**config.mk**
```make
export PLATFORM = sky130hd
export DESIGN_NAME = wb_serial_master
export DESIGN_NICKNAME = d
export VERILOG_FILES = /design/src/rtl/wb_serial_master_pkg.sv /design/src/rtl/wb_serial_master.sv
export SDC_FILE = /design/constraint.sdc
export NUM_CORES = 1
export LEC_CHECK = 0
export CAP_MARGIN = 25
export CORE_ASPECT_RATIO = 2
export CORE_MARGIN = 2
export CORE_UTILIZATION = 35
export DETAILED_ROUTE_END_ITERATION = 6
export GPL_TIMING_DRIVEN = 0
export PLACE_DENSITY = 0.66
export SKIP_LAST_GASP = 1
export SLEW_MARGIN = 10
export SYNTH_ARGS = -nofsm -noshare
export SYNTH_HDL_FRONTEND = slang
export SYNTH_SLANG_ARGS = --single-unit
```
**constraint.sdc**
```tcl
create_clock -name clk -period 1.91 [get_ports clk]
set_input_delay 0.191 -clock clk [delete_from_list [all_inputs] [get_ports clk]]
set_output_delay 0.191 -clock clk [all_outputs]
set_load 0.1 [all_outputs]
```
**src/rtl/wb_serial_master_pkg.sv**
```systemverilog
// wb_serial_master_pkg: command/response codes and FSM state encoding for the serial Wishbone master
package wb_serial_master_pkg;
  typedef enum logic [2:0] {IDLE, ADDR, WDATA, BUS, RESP} state_t;
  localparam logic [7:0] CMD_RD  = 8'h01;
  localparam logic [7:0] CMD_WR  = 8'h02;
  localparam logic [7:0] RSP_RD  = 8'h81;
  localparam logic [7:0] RSP_WR  = 8'h82;
  localparam logic [7:0] RSP_ERR = 8'hEE;
  localparam logic [7:0] RSP_RTY = 8'hE0;
  localparam logic [7:0] RSP_BAD = 8'hEF;
endpackage

```
**src/rtl/wb_serial_master.sv**
```systemverilog
// wb_serial_master: byte-stream command decoder driving single classic Wishbone transfers
module wb_serial_master
  import wb_serial_master_pkg::*;
#(
  parameter int TIMEOUT = 255
) (
  input  logic        clk,
  input  logic        rst,
  input  logic [7:0]  rx_data,
  input  logic        rx_valid,
  output logic        rx_ready,
  output logic [7:0]  tx_data,
  output logic        tx_valid,
  input  logic        tx_ready,
  output logic [31:0] wb_adr_o,
  output logic [31:0] wb_dat_o,
  input  logic [31:0] wb_dat_i,
  output logic        wb_we_o,
  output logic [3:0]  wb_sel_o,
  output logic        wb_stb_o,
  output logic        wb_cyc_o,
  input  logic        wb_ack_i,
  input  logic        wb_err_i,
  input  logic        wb_rty_i
);
  state_t state, state_n;
  logic [1:0] bcnt;
  logic [15:0] tcnt;
  logic [39:0] resp, resp_n;
  logic [2:0] rlen;
  logic rx_fire, tx_fire, cmd_ok, term, tmo, rd_ack;
  logic [7:0] code;
  assign rx_ready = state == IDLE || state == ADDR || state == WDATA;
  assign tx_valid = state == RESP;
  assign tx_data  = resp[39:32];
  assign wb_stb_o = wb_cyc_o;
  assign wb_sel_o = {4{wb_cyc_o}};
  assign rx_fire  = rx_valid && rx_ready;
  assign tx_fire  = tx_valid && tx_ready;
  assign cmd_ok   = rx_data == CMD_RD || rx_data == CMD_WR;
  assign term     = wb_cyc_o && (wb_ack_i || wb_err_i || wb_rty_i);
  assign tmo      = wb_cyc_o && tcnt == 16'(TIMEOUT - 1);
  // a termination on the final allowed cycle wins over the timeout
  assign rd_ack   = wb_ack_i && !wb_err_i && !wb_rty_i && !wb_we_o;
  assign code     = wb_err_i ? RSP_ERR : wb_rty_i ? RSP_RTY :
                    wb_ack_i ? (wb_we_o ? RSP_WR : RSP_RD) : RSP_ERR;
  assign resp_n   = {code, rd_ack ? wb_dat_i : 32'h0};
  always_ff @(posedge clk)
    state <= rst ? IDLE : state_n;
  always_comb begin
    state_n = state;
    case (state)
      IDLE:    if (rx_fire) state_n = cmd_ok ? ADDR : RESP;
      ADDR:    if (rx_fire && bcnt == 2'd3) state_n = wb_we_o ? WDATA : BUS;
      WDATA:   if (rx_fire && bcnt == 2'd3) state_n = BUS;
      BUS:     if (term || tmo) state_n = RESP;
      RESP:    if (tx_fire && rlen == 3'd1) state_n = IDLE;
      default: state_n = IDLE;
    endcase
  end
  always_ff @(posedge clk) begin
    if (rst) begin
      bcnt     <= '0;
      tcnt     <= '0;
      resp     <= '0;
      rlen     <= '0;
      wb_cyc_o <= 1'b0;
      wb_we_o  <= 1'b0;
      wb_adr_o <= '0;
      wb_dat_o <= '0;
    end else begin
      wb_cyc_o <= state_n == BUS;
      tcnt     <= wb_cyc_o ? tcnt + 16'd1 : 16'd0;
      if (rx_fire) bcnt <= state == IDLE ? 2'd0 : bcnt + 2'd1;
      if (rx_fire && state == IDLE) begin
        wb_we_o <= rx_data == CMD_WR;
        if (!cmd_ok) begin
          resp <= {RSP_BAD, 32'h0};
          rlen <= 3'd1;
        end
      end
      if (rx_fire && state == ADDR) wb_adr_o <= {wb_adr_o[23:0], rx_data};
      if (rx_fire && state == WDATA) wb_dat_o <= {wb_dat_o[23:0], rx_data};
      if (state == BUS && (term || tmo)) begin
        resp <= resp_n;
        rlen <= rd_ack ? 3'd5 : 3'd1;
      end
      if (tx_fire) begin
        resp <= resp << 8;
        rlen <= rlen - 3'd1;
      end
    end
  end
endmodule

```
; Word level (Yosys, flattened, before mapping)
; Cells that the tools add are included.
[op_classes]
add_sub_neg = 3
n_eq_ne = 12
muxes = 23
n_bitwise = 1
n_reduce_logical = 29
[op_table]
columns = cell, count
row1 = $mux W40, 4
row2 = $mux W3, 11
row3 = $mux W32, 1
row4 = $mux W7, 3
row5 = $add A16 B1 Y16 const B, 1
row6 = $eq A16 B8 Y1 const B, 1
row7 = $pmux W3 S5, 1
row8 = $logic_and A1 B1 Y1, 13
row9 = $eq A3 B2 Y1 const B, 3
row10 = $eq A8 B1 Y1 const B, 1
row11 = $eq A8 B2 Y1 const B, 1
row12 = $eq A3 B1 Y1 const B, 2
row13 = $logic_or A1 B1 Y1, 6
row14 = $mux W2, 2
row15 = $reduce_and A2 Y1, 2
row16 = $reduce_or A2 Y1, 2
row17 = $eq A3 B3 Y1 const B, 1
row18 = $logic_not A1 Y1, 3
row19 = $logic_not A3 Y1, 1
row20 = $ne A3 B2 Y1 const B, 1
row21 = $reduce_bool A3 Y1, 1
row22 = $sub A3 B1 Y3 const B, 1
row23 = $add A2 B1 Y2 const B, 1
row24 = $eq A2 B2 Y1 const B, 1
row25 = 4 further kinds, 4
[totals]
reg_bits = 130

; Longest topological paths before layout
[depth]
ltp_word = 8
mapped_depth = 8

; Worst setup path after synthesis
; No wires, ideal clock.
[synth_path]
kind = reg2reg
from = register wb_cyc_o
to = register resp[27]
setup_ns = 0.071
arrival_ns = 2.160
required_ns = 1.839
slack_ns = -0.321
stages_incl_launch_ff = 7
synth_period_minus_slack_ns = 2.231
cell_sequence = dfxtp_1 nor3b_2 and4_1 buf_2 buf_2 a22oi_1 a21oi_1
[synth_between]
elab_chain_len = 5
word_cells_on_any_way = 9
[synth_lines]
columns = element, line
row1 = from (decl), wb_serial_master.sv:21  ; output logic wb_cyc_o,
row2 = from (signal assigned), wb_serial_master.sv:67  ; wb_cyc_o <= 1'b0;
row3 = from (signal assigned), wb_serial_master.sv:72  ; wb_cyc_o <= state_n == BUS;
row4 = "$logic_and A1 B1 Y1, on equally long branches", "wb_serial_master.sv:41, wb_serial_master.sv:42"
row5 = $logic_or A1 B1 Y1 (*), wb_serial_master.sv:84  ; if (state == BUS && (term || tmo)) begin
row6 = $logic_and A1 B1 Y1 (*), wb_serial_master.sv:84
row7 = "$ne A3 B2 Y1 (no line), or another cell as far along", -
row8 = $reduce_and A2 Y1 (no line) or $mux W40 (tied branches), -
row9 = to (signal assigned), wb_serial_master.sv:78  ; resp <= {RSP_BAD, 32'h0};
row10 = to (signal assigned), wb_serial_master.sv:85  ; resp <= resp_n;
row11 = to (signal assigned), wb_serial_master.sv:89  ; resp <= resp << 8;
row12 = to (decl), wb_serial_master.sv:29  ; logic [39:0] resp, resp_n;
; Every way passes the cells marked *; elsewhere a longest branch is shown, timed or not.
; A chain may end at the register's enable or synchronous reset.

; Final worst setup path
[layout_path]
from = register wb_dat_o[0]
to = output wb_dat_o[0]
[layout_rtl]
columns = element, line
row1 = from (decl), wb_serial_master.sv:16  ; output logic [31:0] wb_dat_o,
row2 = from (signal assigned), wb_serial_master.sv:83  ; if (rx_fire && state == WDATA) wb_dat_o <= {wb_dat_o[23:0], rx_data};
; No word-level cell between the ends.

==> impl_metrics.toml <==
[synthesis]
postSynthAreaPerCell_um2 = 8.27
synthTopCellsByArea = "dfxtp_1 (49%), nand2_1 (11%), a21oi_1 (9.0%)"
synth_edf_count = 0
seq_area_frac_synth = 0.493
synth_area_um2 = 5270
syn_nets = 690
synthCells = 638
yosysWarnings = 0
yosysUniqueCellTypes = 51
synthArstFlopShare = 0
synth.largest_area_cell = "dfxtp_1"
yosysTopAreaCellShare = 0.493
ys_seq_elements = 130
dominantRegCellSynth = "dfxtp_1"

[floorplanning]
dieArea_um2 = 16100
die_h_um = 178
placementRows = 63
start_util = 0.356
die_w_um = 90.8
coreArea_um2 = 14800
ios = 128

[cells_and_area]
drive_gt1_frac = 0.125
nFillCells = 1558
final_util = 0.498
area_growth_pct = 40.0
design_area_um2 = 7380
final_net_count = 838

[power_and_ir_drop]
p_sw_mw = 1.55
p_total_mw = 6.50
p_seq_frac = 0.422
p_leak_nw = 2.80
intPower_mw = 4.96
switching_share = 0.238
power_per_cell_area_nw_per_um2 = 881
max-vdd-ir-drop_mv = 0.628
power_frac_comb = 0.076
clkPwrFrac = 0.501

[worst_setup_path]
cp_max_fo = 3
startpoint_type = "register"
crit_path_cell_trace = "dlygate4sd2_1"
critical_path_cell_count = 1
r2r-end = "wb_cyc_o"
worstPathRequired_ns = 1.72
rr_worst_depth = 5
cp_top_family = "buffers and inverters"
slowest_delay_ns = 0.89
worst-path-buf-inv = 1
reg2reg_setup_slack_ns = 0.09
critical_path_class = "register to primary output"
r2r_start = "state[0]"
slowest_stage = "dlygate4sd2_1"
cp-end-kind = "primary output"
crit_end = "wb_dat_o[0]"
crit_path_start = "wb_dat_o[0]"
cp.arrival_ns = 1.68

[placement]
routabilityCongestion = 0.807
portBuffers = 126
hpwlAfterDp_um = 11300
placed_cell_area_um2 = 6780

[clocking]
clkSlewWorstSetupHoldPaths_ns = 0.05
clk_latency_ns = 0.41
cts_tree = "built"
clk_path_buf_depth = 2
cts_root_buffer = "clkbuf_16"
postCtsHoldBufs = 0
numCtsBuffers = 17
cts-htree-levels = 4
clkSinkCount = 130

[global_routing]
track_usage = 0.191
antenna_found_initial = 1
grt-ovfl-total = 0
grt_pass1_vias = 4938
grt_pass1_wl_um = 24300
grt_max_degree = 17

[timing]
finalClockSkew_ns = 0.00805
timing.fmax_mhz = 534
slew_viol_final = 0
hold_violations = 0
setup_violations = 0
rsz0062_at_grt = "true"
slew-limit-headroom = 0.337
finalCritPeriodShare = 0.980
tightest_slew_ns = 0.998
fin_crit_ns = 1.87

[drt]
final_antenna_net_count = 0
drcViolationCount = 0
vias_per_cell = 4.95
finalWirelength_um = 15000
num_vias = 4921
first_pass_iters = 5
drt-initial-drc-count = 163
avgRoutedWirePerCell_um = 15.1

[min_path]
hold_class = "primary input to register"

[run]
cap_violations = 0

[run_status]
outcome = "completed"
-- cell usage after synthesis, drive strengths merged, types with 4 or more instances --
master,n
a32oi,9
a211oi,5
a31oi,4
dfxtp,130
o21ai,8
nand3,38
ha,5
nor2,45
a22oi,25
xnor2,4
clkbuf,33
nand2b,4
a21oi,95
xor2,11
and4,6
inv,7
nand4,4
buf,26
nand2,148
-- layout by cell type, fill, tap and decap left out, types with 3 or more instances in the layout --
| master | synthesis | final |
|---|---|---|
| a211oi_1 | 5 | 5 |
| a21oi_1 | 95 | 93 |
| a22oi_1 | 25 | 25 |
| a31oi_1 | 4 | 4 |
| a32oi_1 | 9 | 9 |
| and4_1 | 6 | 5 |
| buf_2 | 10 | 7 |
| buf_4 | 13 | 20 |
| buf_6 | 2 | 4 |
| bufinv_16 | 0 | 3 |
| clkbuf_1 | 33 | 27 |
| clkbuf_16 | 0 | 17 |
| clkbuf_2 | 0 | 11 |
| clkdlybuf4s15_1 | 0 | 9 |
| clkdlybuf4s15_2 | 0 | 8 |
| clkdlybuf4s50_1 | 0 | 45 |
| clkinv_4 | 0 | 3 |
| dfxtp_1 | 130 | 128 |
| dlygate4sd2_1 | 0 | 56 |
| ha_1 | 5 | 5 |
| inv_1 | 7 | 7 |
| nand2_1 | 148 | 147 |
| nand2b_1 | 4 | 4 |
| nand3_1 | 38 | 38 |
| nand4_1 | 4 | 4 |
| nor2_1 | 44 | 43 |
| o21ai_0 | 6 | 3 |
| xnor2_1 | 4 | 4 |
| xor2_1 | 11 | 11 |
-- cell families after synthesis --
family	share of synthesized area
and+or+nand+nor	0.220
AOI/OAI and AO/OA	0.186
DFF	0.493
buffers and inverters	0.0614
xor gates and xnor gates	0.0249
adders and majority gates	0.0119
muxes	0.00190
-- through the flow --
step,setup WS [ns],TNS [ns],cells,hold WS (ns)
2_1_floorplan,0.00506,0,638,0.327
3_3_place_gp,-0.464,-9.40,959,0.442
3_5_place_dp,-0.465,-10.13,959,0.447
4_1_cts,-0.0352,-0.212,991,0.314
5_1_grt,-0.0301,-0.127,994,0.363
6_report,0.0390,0,994,0.270
-- final cells by class --
type / instances / area, µm² / area share
flip-flops and latches: 130 / 2610 / 0.353
multi-input cells: 442 / 2390 / 0.324
repair buffers: 130 / 1190 / 0.162
clock buffers: 19 / 433 / 0.0587
plain buffers: 58 / 325 / 0.0441
well taps: 195 / 244 / 0.0331
clock inverters: 12 / 159 / 0.0215
inverters: 7 / 26.3 / 0.00356
diodes: 1 / 2.50 / 0.000339
-- how the worst min path moves through the flow --
stage	slack (ns)	startpoint	to	depth (start not counted)
detailed placement	0.45	wb_dat_o[30]	wb_dat_o[30]	2
global route	0.36	rst	wb_cyc_o	2
global placement	0.44	wb_dat_o[26]	wb_dat_o[26]	2
floorplan	0.33	rx_data[0]	wb_adr_o[0]	2
finish	0.27	rst	wb_cyc_o	2
CTS	0.31	rst	wb_cyc_o	2
-- flip-flops by register name, indices dropped and copies added (netlist names) --
register  cells
state         3
wb_cyc_o      1
resp         40
bcnt          2
tcnt         16
wb_we_o       1
wb_adr_o     32
wb_dat_o     32
rlen          3
-- power by group through the flow --
stage / combinational, mW / clock (mW) / sequential (mW)
6_report: 0.497 / 3.26 / 2.75
5_1_grt: 0.527 / 3.45 / 2.75
4_1_cts: 0.495 / 3.31 / 2.75
3_5_place_dp: 0.503 / 0 / 2.81
3_3_place_gp: 0.503 / 0 / 2.81
2_1_floorplan: 0.300 / 0 / 2.80
-- repair_timing --
| item | 4_1_cts | 5_1_grt |
|---|---|---|
| setup endpoints to repair | 157 | 71 |
| hold endpoints to repair | 0 | 0 |
| pin swaps | 2 | 3 |
| gates resized for setup | 122 | 48 |
| setup buffers | 1 | 3 |
-- layer usage --
layer | GRT usage | routed length [µm] | up-vias
met5 | 0 | 0 | -
met2 | 0.382 | 8550 | 138
met4 | 0.0859 | 314 | 0
li1 | - | - | 2484
met1 | 0.179 | 5450 | 2279
met3 | 0.0450 | 676 | 20
Power figures use the tool's default switching activity.
